File: src/rtl/freq_meter.sv
// Gated frequency meter: counts synchronised rising edges of sig_in over GATE_CYCLES+1 clocks, publishes packed BCD.
// Build option: define FREQ_METER_SAT_EN to saturate the count at all-nines on overflow instead of wrapping.
module freq_meter #(
    parameter int GATE_CYCLES = 50_000_000,
    parameter int DIGITS      = 4
) (
    input  logic                  clock,
    input  logic                  reset,
    input  logic                  enable,
    input  logic                  sig_in,
    output logic [4*DIGITS-1:0]   freq_bcd,
    output logic                  result_valid,
    output logic                  overflow,
    output logic                  gate_active
);

    localparam int                 BCD_W      = 4 * DIGITS;
    localparam int                 TIMER_W    = $clog2(GATE_CYCLES);
    localparam logic [TIMER_W-1:0] TIMER_LAST = TIMER_W'(GATE_CYCLES - 1);

`ifdef FREQ_METER_SAT_EN
    localparam bit SAT_EN = 1'b1;
`else
    localparam bit SAT_EN = 1'b0;
`endif

    typedef enum logic [1:0] {
        IDLE  = 2'd0,
        GATE  = 2'd1,
        LATCH = 2'd2
    } stateT;

    stateT              state;
    stateT              stateNext;
    logic               sigSync_p0;
    logic               sigSync_p1;
    logic               sigSync_p2;
    logic               sigEdge;
    logic [TIMER_W-1:0] gateTimer;
    logic [BCD_W-1:0]   bcdCnt;
    logic               ovfSticky;
    logic               isIdle;
    logic               isLatch;

    // A digit at or above 9 always rolls to 0, so no stored digit can ever exceed 9.
    function automatic logic [BCD_W-1:0] bcdInc(input logic [BCD_W-1:0] val);
        logic carry;
        bcdInc = val;
        carry  = 1'b1;
        for (int i = 0; i < DIGITS; i++) begin
            if (carry) begin
                if (val[4*i +: 4] >= 4'd9) begin
                    bcdInc[4*i +: 4] = 4'd0;
                end else begin
                    bcdInc[4*i +: 4] = val[4*i +: 4] + 4'd1;
                    carry            = 1'b0;
                end
            end
        end
    endfunction

    function automatic logic bcdAllNines(input logic [BCD_W-1:0] val);
        bcdAllNines = 1'b1;
        for (int i = 0; i < DIGITS; i++) begin
            if (val[4*i +: 4] != 4'd9) begin
                bcdAllNines = 1'b0;
            end
        end
    endfunction

    // Synchroniser stages p0/p1, p2 holds the previous sample for edge detect.
    always_ff @(posedge clock or negedge reset) begin
        if (!reset) begin
            sigSync_p0 <= 1'b0;
            sigSync_p1 <= 1'b0;
            sigSync_p2 <= 1'b0;
        end else begin
            sigSync_p0 <= sig_in;
            sigSync_p1 <= sigSync_p0;
            sigSync_p2 <= sigSync_p1;
        end
    end

    assign sigEdge = sigSync_p1 & ~sigSync_p2;

    always_ff @(posedge clock or negedge reset) begin
        if (!reset) begin
            state <= IDLE;
        end else begin
            state <= stateNext;
        end
    end

    always_comb begin
        stateNext = state;
        case (state)
            IDLE: begin
                if (enable) stateNext = GATE;
            end
            GATE: begin
                if (!enable)                      stateNext = IDLE;
                else if (gateTimer == TIMER_LAST) stateNext = LATCH;
            end
            LATCH: begin
                stateNext = enable ? GATE : IDLE;
            end
            default: stateNext = IDLE;
        endcase
    end

    always_comb begin
        gate_active = 1'b0;
        isIdle      = 1'b0;
        isLatch     = 1'b0;
        case (state)
            IDLE:    isIdle      = 1'b1;
            GATE:    gate_active = 1'b1;
            LATCH:   isLatch     = 1'b1;
            default: isIdle      = 1'b1;
        endcase
    end

    // Counting and result register; an edge seen during LATCH seeds the next window.
    always_ff @(posedge clock or negedge reset) begin
        if (!reset) begin
            gateTimer    <= '0;
            bcdCnt       <= '0;
            ovfSticky    <= 1'b0;
            freq_bcd     <= '0;
            overflow     <= 1'b0;
            result_valid <= 1'b0;
        end else begin
            result_valid <= isLatch;
            if (isIdle) begin
                gateTimer <= '0;
                bcdCnt    <= '0;
                ovfSticky <= 1'b0;
            end else if (isLatch) begin
                freq_bcd  <= bcdCnt;
                overflow  <= ovfSticky;
                bcdCnt    <= {{(BCD_W-1){1'b0}}, sigEdge};
                gateTimer <= '0;
                ovfSticky <= 1'b0;
            end else begin
                gateTimer <= gateTimer + 1'b1;
                if (sigEdge) begin
                    if (bcdAllNines(bcdCnt)) begin
                        ovfSticky <= 1'b1;
                        if (!SAT_EN) bcdCnt <= bcdInc(bcdCnt);
                    end else begin
                        bcdCnt <= bcdInc(bcdCnt);
                    end
                end
            end
        end
    end

endmodule

File: config.mk
export PLATFORM = sky130hd
export DESIGN_NAME = freq_meter
export DESIGN_NICKNAME = d
export VERILOG_FILES = /design/src/rtl/freq_meter.sv
export SDC_FILE = /design/constraint.sdc
export NUM_CORES = 1
export LEC_CHECK = 0
export ABC_CLOCK_PERIOD_IN_PS = 5700
export CAP_MARGIN = 20
export CORE_UTILIZATION = 40
export CTS_CLUSTER_DIAMETER = 50
export DETAILED_ROUTE_END_ITERATION = 10
export GPL_TIMING_DRIVEN = 0
export PLACE_DENSITY = 0.59
export RECOVER_POWER = 50
export SLEW_MARGIN = 15
export SYNTH_ARGS = -nofsm -noshare
export SYNTH_HDL_FRONTEND = slang
export SYNTH_SLANG_ARGS = --single-unit
File: constraint.sdc
create_clock -name clock -period 5.7 [get_ports clock]
set_clock_uncertainty 0.1 [all_clocks]
set_input_delay 0.57 -clock clock [delete_from_list [all_inputs] [get_ports clock]]
set_output_delay 0.57 -clock clock [all_outputs]
set_load 0.05 [all_outputs]
* Yosys cells after proc, flatten, opt, wreduce, memory -nomap -nowiden *
Index checks and enable logic that the tools add are counted.

word-level totals
  flip-flop bits (word level) = 66
  bits of input ports = 4

operators by class
  $lt $le $gt $ge = 4
  bitwise gates (word level) = 2
  add/sub/neg operators = 5
  equality and inequality tests = 17
  reductions and logical operators = 8
  multiplexer cells = 65

operators with widths
  operator                                                         count
  16-bit two-way mux                                               4
  26-bit two-way mux                                               2
  1-bit two-way mux                                                45
  4-bit two-way mux                                                10
  26-bit by 1-bit adder with 26-bit output, second input constant  1
  26-bit == test, second input constant                            1
  4-bit by 1-bit adder with 4-bit output, second input constant    4
  4-bit greater-or-equal comparator, second input constant         4
  4-bit != test, second input constant                             4
  4-bit by 1-bit != test with 1-bit output, second input constant  3
  4-bit by 3-bit != test with 1-bit output, second input constant  3
  3-bit AND reduction                                              3
  2-bit two-way mux                                                3
  3-bit by 1-bit != test with 1-bit output, second input constant  2
  2-bit case mux with 3 select lines                               1
  2-bit AND reduction                                              3
  3-bit != test, second input constant                             1
  2-bit by 1-bit == test with 1-bit output, second input constant  1
  2-bit == test, second input constant                             1
  2-bit zero test                                                  1
  2-bit != test, second input constant                             1
  2-bit OR reduction                                               1
  1-bit AND                                                        1
  1-bit NOT                                                        1

* Depth between registers and ports, before layout *
Gate-level depths: netlist of the first run.

  depth after elaboration = 27
  depth in mapped cells = 7
  mapped depth without buffers = 6

* Worst setup path before layout of the first run *
No wires, ideal clock.

  path kind = register to register
  from = reg bcdCnt[0]
  to = reg bcdCnt[8]
  stages on the path, launching flop included = 7
  path slack = 3649 ps
  clock period less this slack = 2051 ps
  data arrival time = 1826 ps
  cell sequence = dfrtp_1 > inv_1 > ha_1 > nor3b_1 > o41ai_1 > and2_0 > mux2_2

on the way
  longest elaborated chain between the ends = 13
  elaborated cells on any way between the ends = 35

ends and longest elaborated chain
  element                                                                                                                       line  source
  start, declared                                                                                                               40    logic [BCD_W-1:0] bcdCnt;
  start signal, assigned                                                                                                        141   bcdCnt <= {{(BCD_W-1){1'b0}}, sigEdge};
  start signal, assigned                                                                                                        149   if (!SAT_EN) bcdCnt <= bcdInc(bcdCnt);
  start signal, assigned                                                                                                        151   bcdCnt <= bcdInc(bcdCnt);
  4-bit greater-or-equal comparator                                                                                             52    if (val[4*i +: 4] >= 4'd9) begin
  1-bit two-way mux                                                                                                             52
  1-bit two-way mux                                                                                                             147   if (bcdAllNines(bcdCnt)) begin
  1-bit two-way mux                                                                                                             146   if (sigEdge) begin
  1-bit two-way mux                                                                                                             138   end else if (isLatch) begin
  1-bit two-way mux                                                                                                             134   if (isIdle) begin
  1-bit two-way mux                                                                                                             51    if (carry) begin
  1-bit two-way mux                                                                                                             147
  1-bit two-way mux                                                                                                             146
  1-bit two-way mux                                                                                                             138
  1-bit two-way mux                                                                                                             134
  4-bit by 3-bit != test with 1-bit output (no source line) / 4-bit by 1-bit != test with 1-bit output (equally long branches)  -
  3-bit AND reduction (no source line)                                                                                          -

Parallel ways exist; a longest one is shown, timed or not. The select of a mux whose other input is x is not followed.
A chain may end at the register's enable or synchronous reset.

==> results.txt, run 1 <==
----------------------------------------------------
[Job]
  Max-capacitance violation count ... 1

[Route]
  Wire length per cell after detailed routing ... 15.1 microns
  Iteration count of the initial detailed-routing pass ... 4
  Vias/cell ... 5.48
  DRC violations left ... 0
  Violation count after the first detailed-routing iteration ... 111
  Via count of the routed design ... approximately 2500
  Routed wire length ... 7.02 mm
  Remaining antenna violation count after routing ... 0

[Timing]
  Final-report hold violation count ... 0
  Max-slew violation count ... 46
  Setup repair after global routing missed its margin ... no
  Relative max-transition margin ... -0.608
  Actual transition at the worst max-transition pin ... between 2 and 2.5 ns
  Time the final worst path needs with I/O delays and setup ... ~3.4 ns
  Setup Viol. Count Final ... 0
  Timing-limited maximum frequency ... a little under 300 MHz
  Setup_tns ... 0 ns
  Final period util ... 0.597

[Synth]
  Number of distinct library cell variants in the gate-level netlist after synthesis ... 50
  Part of the Yosys area used for sequential elements ... 0.489
  Synthesized area per cell ... 10.5 sq um
  Synth area leader ... sky130_fd_sc_hd__dfrtp_1
  Syn nets ... 342
  Leading cell types by total area after synthesis ... sky130_fd_sc_hd__dfrtp_1 (49%), sky130_fd_sc_hd__mux2_2 (6.3%), sky130_fd_sc_hd__ha_1 (6.3%), sky130_fd_sc_hd__a21oi_1 (3.3%), sky130_fd_sc_hd__nor2_1 (2.6%)
  FF+latch count, synth ... 66
  Post-synth EDFFs ... 0
  Async set or reset register ratio after synthesis ... 1.00
  Primary FF master, synth ... sky130_fd_sc_hd__dfrtp_1
  Area share of the largest cell type after synthesis ... 0.489
  Yosys warns ... 0
  Synthesized area ... 0.00338 sq mm
  Number of instances in the synthesized netlist ... around 320

[Critical path]
  Element type at the critical path end ... asynchronous set/reset pin
  Crit path launch type ... primary input
  Critical Path, Cell by Cell ... clkbuf_1, clkbuf_1
  CP delay by family, top ... buffers and inverters
  Number of buffer and inverter instances along the worst setup path ... 2
  Worst-path cell with the longest stage delay ... sky130_fd_sc_hd__clkbuf_1
  Crit path arrival time ... 3.25 ns
  Type of the setup path with the least slack ... in2async
  Cell repeated most along the worst path ... sky130_fd_sc_hd__clkbuf_1
  Largest fanout on the critical path ... 45
  Endpoint required time on the critical path ... 5.55 ns
  Slowest Stage Delay on Critical Path ... 1.79 ns

[Power and ir drop]
  Cell Pwr Density ... between 300 and 400 mW/mm^2
  Standby leakage power ... 1.65 nW
  Total design power ... around 1.4 mW
  VDD IR-drop max ... 0.139 mV

[GRT]
  Initial antenna violation count ... 0
  Number of global-route vias before repair ... 2451
  Largest net degree at the start of global routing ... 46
  Global-route wire length before repair ... about 12 mm
  Total global-route track usage ... 0.174
  Total congestion overflow ... 0

[Clock network]
  Count of hold-fix buffers inserted at cts ... 0
  Number of buffers created by CTS ... 9
  Clock network latency to the later pin of the worst-skew pair ... 0.34 ns
  Post-cts resize count ... 0
  Clock tree from TritonCTS ... done
  Clock sink count ... 66
  Number of H-tree levels ... 3
  Clock root cell ... sky130_fd_sc_hd__clkbuf_8
  Postcts setup bufs ... 0
  Maximum number of buffers from clock root to sink ... 2
  Post-CTS clock slew at the launch and capture registers of the worst setup and hold paths ... 0.07 ns

[Die]
  Effective utilization at floorplan ... 0.413
  Placeable core area ... 0.00818 sq mm
  Vertical die dimension ... approximately 94 microns
  Die X ... approximately 94 microns
  Total Die Area ... 0.00881 sq mm
  Number of rows created at floorplan ... 33
  IO Count ... 23

[Final layout]
  Fraction of layout instances using a drive strength above 1 ... 0.125
  Area growth from synthesis to layout ... 16.8%
  Area of combinational cells with multiple inputs ... 0.00161 sq mm
  Net count, final ... 376
  Layout filler cell count ... between 700 and 800
  Area taken by flip-flops and latches ... about 0.0017 sq mm
  Antenna diode count ... 0

[Run status]
  Violations in the final reports ... max-capacitance violations, max-slew violations
  Result of the run ... finished, violations left

[Placed design]
  Final GP Congestion ... approximately 0.75
  Port-buffer cells ... 22
  Final HPWL DP ... 4.86 mm

[Min path]
  Classification of the worst-slack hold path ... reg2reg

----------------------------------------------------
[power breakdown]
part           internal, mW  switching, mW  total, mW
clock network         0.257          0.180      0.437
registers             0.513         0.0588      0.571
logic                 0.135          0.226      0.361
[layout by cell type (no fill, tap or decap), types with 3 or more instances in the layout]
cell / count
sky130_fd_sc_hd__dfrtp_1: 66
sky130_fd_sc_hd__nor2_1: 23
sky130_fd_sc_hd__a21oi_1: 22
sky130_fd_sc_hd__inv_1: 20
sky130_fd_sc_hd__clkdlybuf4s50_1: 20
sky130_fd_sc_hd__mux2_2: 19
sky130_fd_sc_hd__nand2_1: 17
sky130_fd_sc_hd__ha_1: 17
sky130_fd_sc_hd__nand3_1: 12
sky130_fd_sc_hd__o21ai_0: 11
sky130_fd_sc_hd__or4_1: 10
sky130_fd_sc_hd__clkbuf_8: 10
sky130_fd_sc_hd__clkbuf_1: 8
sky130_fd_sc_hd__o31ai_1: 8
sky130_fd_sc_hd__nand4_1: 7
sky130_fd_sc_hd__nor4_1: 6
sky130_fd_sc_hd__xnor2_1: 6
sky130_fd_sc_hd__mux2i_1: 5
sky130_fd_sc_hd__nor3b_1: 5
sky130_fd_sc_hd__a31oi_1: 5
sky130_fd_sc_hd__nand2b_1: 4
sky130_fd_sc_hd__and3_1: 4
sky130_fd_sc_hd__nand4b_1: 4
sky130_fd_sc_hd__or3_1: 4
sky130_fd_sc_hd__xor2_1: 4
sky130_fd_sc_hd__nor2b_1: 3
sky130_fd_sc_hd__o41ai_1: 3
[worst paths after layout]
check	start	endpoint	slack [ns]	cells past startpoint
setup / recovery	reset	gateTimer[22]	2.30	2
hold / removal	sigSync_p0	sigSync_p1	0.25	0
setup reg to reg	bcdCnt[0]	bcdCnt[8]	3.27	6
hold reg to reg	sigSync_p0	sigSync_p1	0.25	0
max in group clock	state[1]	gate_active	2.92	3
min in group asynchronous	reset	freq_bcd[6]	0.35	1
[logic make-up after synthesis]
family          count (synthesis)  share of synthesized area
simple gates                  115                      0.195
flops                          66                      0.489
compound gates                 61                      0.115
buf+inv                        28                     0.0337
mux                            24                     0.0782
fa+ha+maj                      17                     0.0630
xor+xnor                       10                     0.0259
[synth_stat cells, types with 2 or more instances]
| cell type | number |
|---|---|
| sky130_fd_sc_hd__a32o_1 | 2 |
| sky130_fd_sc_hd__dfrtp_1 | 66 |
| sky130_fd_sc_hd__or3_2 | 2 |
| sky130_fd_sc_hd__nand4b_1 | 4 |
| sky130_fd_sc_hd__or3b_2 | 2 |
| sky130_fd_sc_hd__o211ai_1 | 2 |
| sky130_fd_sc_hd__ha_1 | 17 |
| sky130_fd_sc_hd__and3_1 | 4 |
| sky130_fd_sc_hd__o21ai_0 | 11 |
| sky130_fd_sc_hd__nor2_1 | 23 |
| sky130_fd_sc_hd__and4_1 | 2 |
| sky130_fd_sc_hd__or4_1 | 10 |
| sky130_fd_sc_hd__a31oi_1 | 5 |
| sky130_fd_sc_hd__nor3_1 | 2 |
| sky130_fd_sc_hd__xor2_1 | 4 |
| sky130_fd_sc_hd__nand2b_1 | 4 |
| sky130_fd_sc_hd__mux2i_1 | 5 |
| sky130_fd_sc_hd__o41ai_1 | 3 |
| sky130_fd_sc_hd__nand3_1 | 12 |
| sky130_fd_sc_hd__nand4_1 | 7 |
| sky130_fd_sc_hd__nor2b_1 | 3 |
| sky130_fd_sc_hd__clkbuf_1 | 4 |
| sky130_fd_sc_hd__mux2_2 | 19 |
| sky130_fd_sc_hd__o31ai_1 | 8 |
| sky130_fd_sc_hd__xnor2_1 | 6 |
| sky130_fd_sc_hd__inv_1 | 20 |
| sky130_fd_sc_hd__buf_1 | 2 |
| sky130_fd_sc_hd__nand2_1 | 17 |
| sky130_fd_sc_hd__or3_1 | 4 |
| sky130_fd_sc_hd__nor3b_1 | 5 |
| sky130_fd_sc_hd__a21oi_1 | 22 |
| sky130_fd_sc_hd__nor4_1 | 6 |
[through the flow]
step                      instances  area, sq um  hold WS (ns)  utilization  setup slack (ns)
after floorplan                 321         3380         0.174            -              3.65
after global placement          448         3730         0.235        0.456              1.66
after detailed placement        449         3750         0.238        0.459              3.29
after CTS                       465         3970        0.0230        0.486              2.91
after global routing            465         3950         0.258        0.483              1.57
final                           465         3950         0.252        0.483              2.30
[per-layer routing]
layer | vias up | wire length, microns | part of all wire | GRT usage
met3 | 16 | 231 | 0.033 | 0.0356
met4 | 0 | 152 | 0.022 | 0.0705
met5 | - | 0 | 0 | 0
li1 | 1243 | - | - | -
met2 | 46 | 3030 | 0.43 | 0.251
met1 | 1242 | 3610 | 0.51 | 0.254
[area by class of cell]
type,instances,area share
plain buffers,8,0.00983
inverters,20,0.0190
clock buffers,11,0.0358
repair buffers,23,0.0552
clock inverters,5,0.0197
well taps,105,0.0333
multi-input cells,227,0.409
flip-flops and latches,66,0.419
[flip-flops by register name (all words and copies together), names as in the netlist]
| register | flops |
|---|---|
| sigSync_p2 | 1 |
| overflow | 1 |
| freq_bcd | 16 |
| result_valid | 1 |
| ovfSticky | 1 |
| bcdCnt | 16 |
| sigSync_p0 | 1 |
| state | 2 |
| sigSync_p1 | 1 |
| gateTimer | 26 |
Power figures use the tool's default switching activity.
==> inputs of run 2 (changes only) <==
--- a/config.mk
+++ b/config.mk
@@ -5,7 +5,7 @@
 export SDC_FILE = /design/constraint.sdc
 export NUM_CORES = 1
 export LEC_CHECK = 0
-export ABC_CLOCK_PERIOD_IN_PS = 5700
+export ABC_CLOCK_PERIOD_IN_PS = 3560
 export CAP_MARGIN = 20
 export CORE_UTILIZATION = 40
 export CTS_CLUSTER_DIAMETER = 50
==> constraint.sdc (replaced) <==
create_clock -name clock -period 3.56 [get_ports clock]
set_clock_uncertainty 0.1 [all_clocks]
set_input_delay 0.356 -clock clock [delete_from_list [all_inputs] [get_ports clock]]
set_output_delay 0.356 -clock clock [all_outputs]
set_load 0.05 [all_outputs]
==> run 2 against run 1 <==
Compared with the run above:
- the flow now finishes without violations
- sequential share of layout area shrank 0.12 points
- register-to-register slack lost 2.1 ns
- global-route usage is essentially flat
- critical endpoint unchanged
==> results.txt, run 2 (synthesized netlist as in run 1, its figures left out) <==
----------------------------------------------------
[Run status]
  Result of the run ... finished clean (was finished, violations left)

[Clock network]
  Postcts setup bufs ... 0 (unchanged)
  Post-CTS clock slew at the launch and capture registers of the worst setup and hold paths ... 0.07 ns (about the same)
  Maximum number of buffers from clock root to sink ... 2 (unchanged)
  Number of H-tree levels ... 3 (unchanged)
  Post-cts resize count ... 0 (unchanged)
  Clock root cell ... sky130_fd_sc_hd__clkbuf_8 (unchanged)
  Clock network latency to the later pin of the worst-skew pair ... 0.34 ns (about the same)
  Number of buffers created by CTS ... 9 (unchanged)
  Count of hold-fix buffers inserted at cts ... 1 (was 0)
  Clock sink count ... 66 (unchanged)
  Clock tree from TritonCTS ... done (unchanged)

[Timing]
  Final period util ... 0.733
  Actual transition at the worst max-transition pin ... 1.21 ns (was 2.41 ns)
  Relative max-transition margin ... 0.191 (was -0.608)
  Final-report hold violation count ... 0 (unchanged)
  Setup Viol. Count Final ... 0 (unchanged)
  Min setup slack post-route ... 0.949 ns (was 2.30 ns)
  Time the final worst path needs with I/O delays and setup ... 2.61 ns
  Max-slew violation count ... 0 (was 46)
  Timing-limited maximum frequency ... 383 MHz
  Setup_tns ... 0 ns (unchanged)
  Setup repair after global routing missed its margin ... no (unchanged)

[Placed design]
  Post-place setup slack ... 1.17 ns (was 3.29 ns)
  Instance count after placement with tap cells included ... 449 (unchanged)
  Port-buffer cells ... 22 (unchanged)
  Final GP Congestion ... 0.748 (unchanged)
  Area post-placement ... 0.00375 sq mm (unchanged)
  Final HPWL DP ... 4.86 mm (unchanged)

[Final layout]
  Layout Cell Area excl Fill ... 0.00396 sq mm (was 0.00395 sq mm)
  Fraction of layout instances using a drive strength above 1 ... 0.127 (was 0.125)
  Area growth from synthesis to layout ... 17.2% (was 16.8%)
  Cell Count, Final, Fillers Out ... 466 (was 465)
  Leading cell type in the layout, fill and taps excluded ... sky130_fd_sc_hd__dfrtp_1 (unchanged)
  Biggest registers after layout ... gateTimer x26, bcdCnt x16, freq_bcd x16 (unchanged)
  Net count, final ... 377 (was 376)
  Commonest cells after routing, fill and taps aside ... sky130_fd_sc_hd__dfrtp_1 (66), sky130_fd_sc_hd__nor2_1 (23), sky130_fd_sc_hd__a21oi_1 (22) (unchanged)
  Number of flip-flops in the largest register ... 26 (unchanged)
  Antenna diode count ... 0 (unchanged)
  Biggest register ... gateTimer (unchanged)

[Power and ir drop]
  Part of the power in combinational logic ... 0.264 (about the same)
  Net switching power of the design ... 0.744 mW (was 0.465 mW)
  Sequential cell fraction of total power ... 0.417 (about the same)
  Cell Pwr Density ... 554 mW/mm^2 (was 347 mW/mm^2)
  VDD IR-drop max ... 0.222 mV (was 0.139 mV)
  Fraction of power spent switching nets ... 0.339 (was 0.340)
  Internal power consumption ... 1.45 mW (was 0.904 mW)
  Standby leakage power ... 1.66 nW (was 1.65 nW)
  Clock group share of total power ... 0.319 (about the same)

[GRT]
  Total global-route track usage ... 0.175 (was 0.174)
  Global-route wire length before repair ... 11.8 mm (about the same)
  Total congestion overflow ... 0 (unchanged)
  Largest net degree at the start of global routing ... 46 (unchanged)
  Number of global-route vias before repair ... 2454 (was 2451)
  Initial antenna violation count ... 0 (unchanged)

[Die]
  Total Die Area ... 0.00881 sq mm (unchanged)
  Placeable core area ... 0.00818 sq mm (unchanged)
  Number of rows created at floorplan ... 33 (unchanged)
  Effective utilization at floorplan ... 0.413 (unchanged)
  IO Count ... 23 (unchanged)
  Vertical die dimension ... 93.9 microns (unchanged)
  Die X ... 93.9 microns (unchanged)

[Critical path]
  Crit path arrival time ... 2.80 ns (was 3.25 ns)
  Endpoint required time on the critical path ... 3.75 ns (was 5.55 ns)
  Element type at the critical path end ... asynchronous set/reset pin (unchanged)
  Type of the setup path with the least slack ... in2async (unchanged)
  Crit path launch type ... primary input (unchanged)
  Largest fanout on the critical path ... 45 (unchanged)

[Route]
  Iteration count of the initial detailed-routing pass ... 5 (was 4)
  DRC violations left ... 0 (unchanged)
  Wire length per cell after detailed routing ... 15.1 microns (about the same)
  Routed wire length ... 7.04 mm (was 7.02 mm)
  Via count of the routed design ... 2557 (was 2547)
  Vias/cell ... 5.49 (was 5.48)
  Violation count after the first detailed-routing iteration ... 127 (was 111)
  Remaining antenna violation count after routing ... 0 (unchanged)

[Min path]
  Classification of the worst-slack hold path ... reg2reg (unchanged)

[Job]
  Max-capacitance violation count ... 0 (was 1)

----------------------------------------------------
[run 2: worst paths after layout]
kind / start / end / slack, ns / depth (start not counted)
max: reset / gateTimer[22] / 0.95 / 3
min: sigSync_p0 / sigSync_p1 / 0.25 / 0
max reg2reg: bcdCnt[0] / bcdCnt[8] / 1.13 / 6
min reg2reg: sigSync_p0 / sigSync_p1 / 0.25 / 0
max in group clock: state[1] / gate_active / 1.00 / 3
min in group asynchronous: reset / freq_bcd[6] / 0.69 / 2
[run 2: power by group through the flow]
| stage | registers [mW] | clock network (mW) | logic (mW) |
|---|---|---|---|
| 5_1_grt | 0.929 | 0.755 | 0.657 |
| 6_report | 0.914 | 0.699 | 0.580 |
| 3_5_place_dp | 0.928 | 0 | 0.585 |
| 4_1_cts | 0.914 | 0.717 | 0.590 |
| 3_3_place_gp | 0.927 | 0 | 0.571 |
| 2_1_floorplan | 0.900 | 0 | 0.436 |
[run 2: per-layer routing]
metal / wire length (microns) / up-vias / track usage
li1: - / 1245 / -
met1: 3570 / 1239 / 0.254
met2: 3030 / 58 / 0.251
met3: 280 / 15 / 0.0356
met4: 150 / 0 / 0.0705
met5: 0 / - / 0
[run 2: final cells by class]
cell class / instances / area (sq um)
flip-flops and latches: 66 / 1650
well taps: 105 / 131
plain buffers: 8 / 38.8
multi-input cells: 227 / 1610
inverters: 20 / 75.1
repair buffers: 24 / 229
fillers: 781 / 4220
clock inverters: 5 / 77.6
clock buffers: 11 / 141
[run 2: worst max-delay path, stage by stage]
cell	delay (ns)
sky130_fd_sc_hd__dlygate4sd3_1	0.52
sky130_fd_sc_hd__clkbuf_1	0.89
sky130_fd_sc_hd__clkbuf_2	1.00
[run 2: stage by stage]
stage	hold WS (ns)	utilization	total power, mW
6_report	0.252	0.484	2.19
5_1_grt	0.258	0.484	2.34
4_1_cts	0.254	0.487	2.22
3_5_place_dp	0.175	0.459	1.51
3_3_place_gp	0.235	0.456	1.50
2_1_floorplan	-0.0396	-	1.34
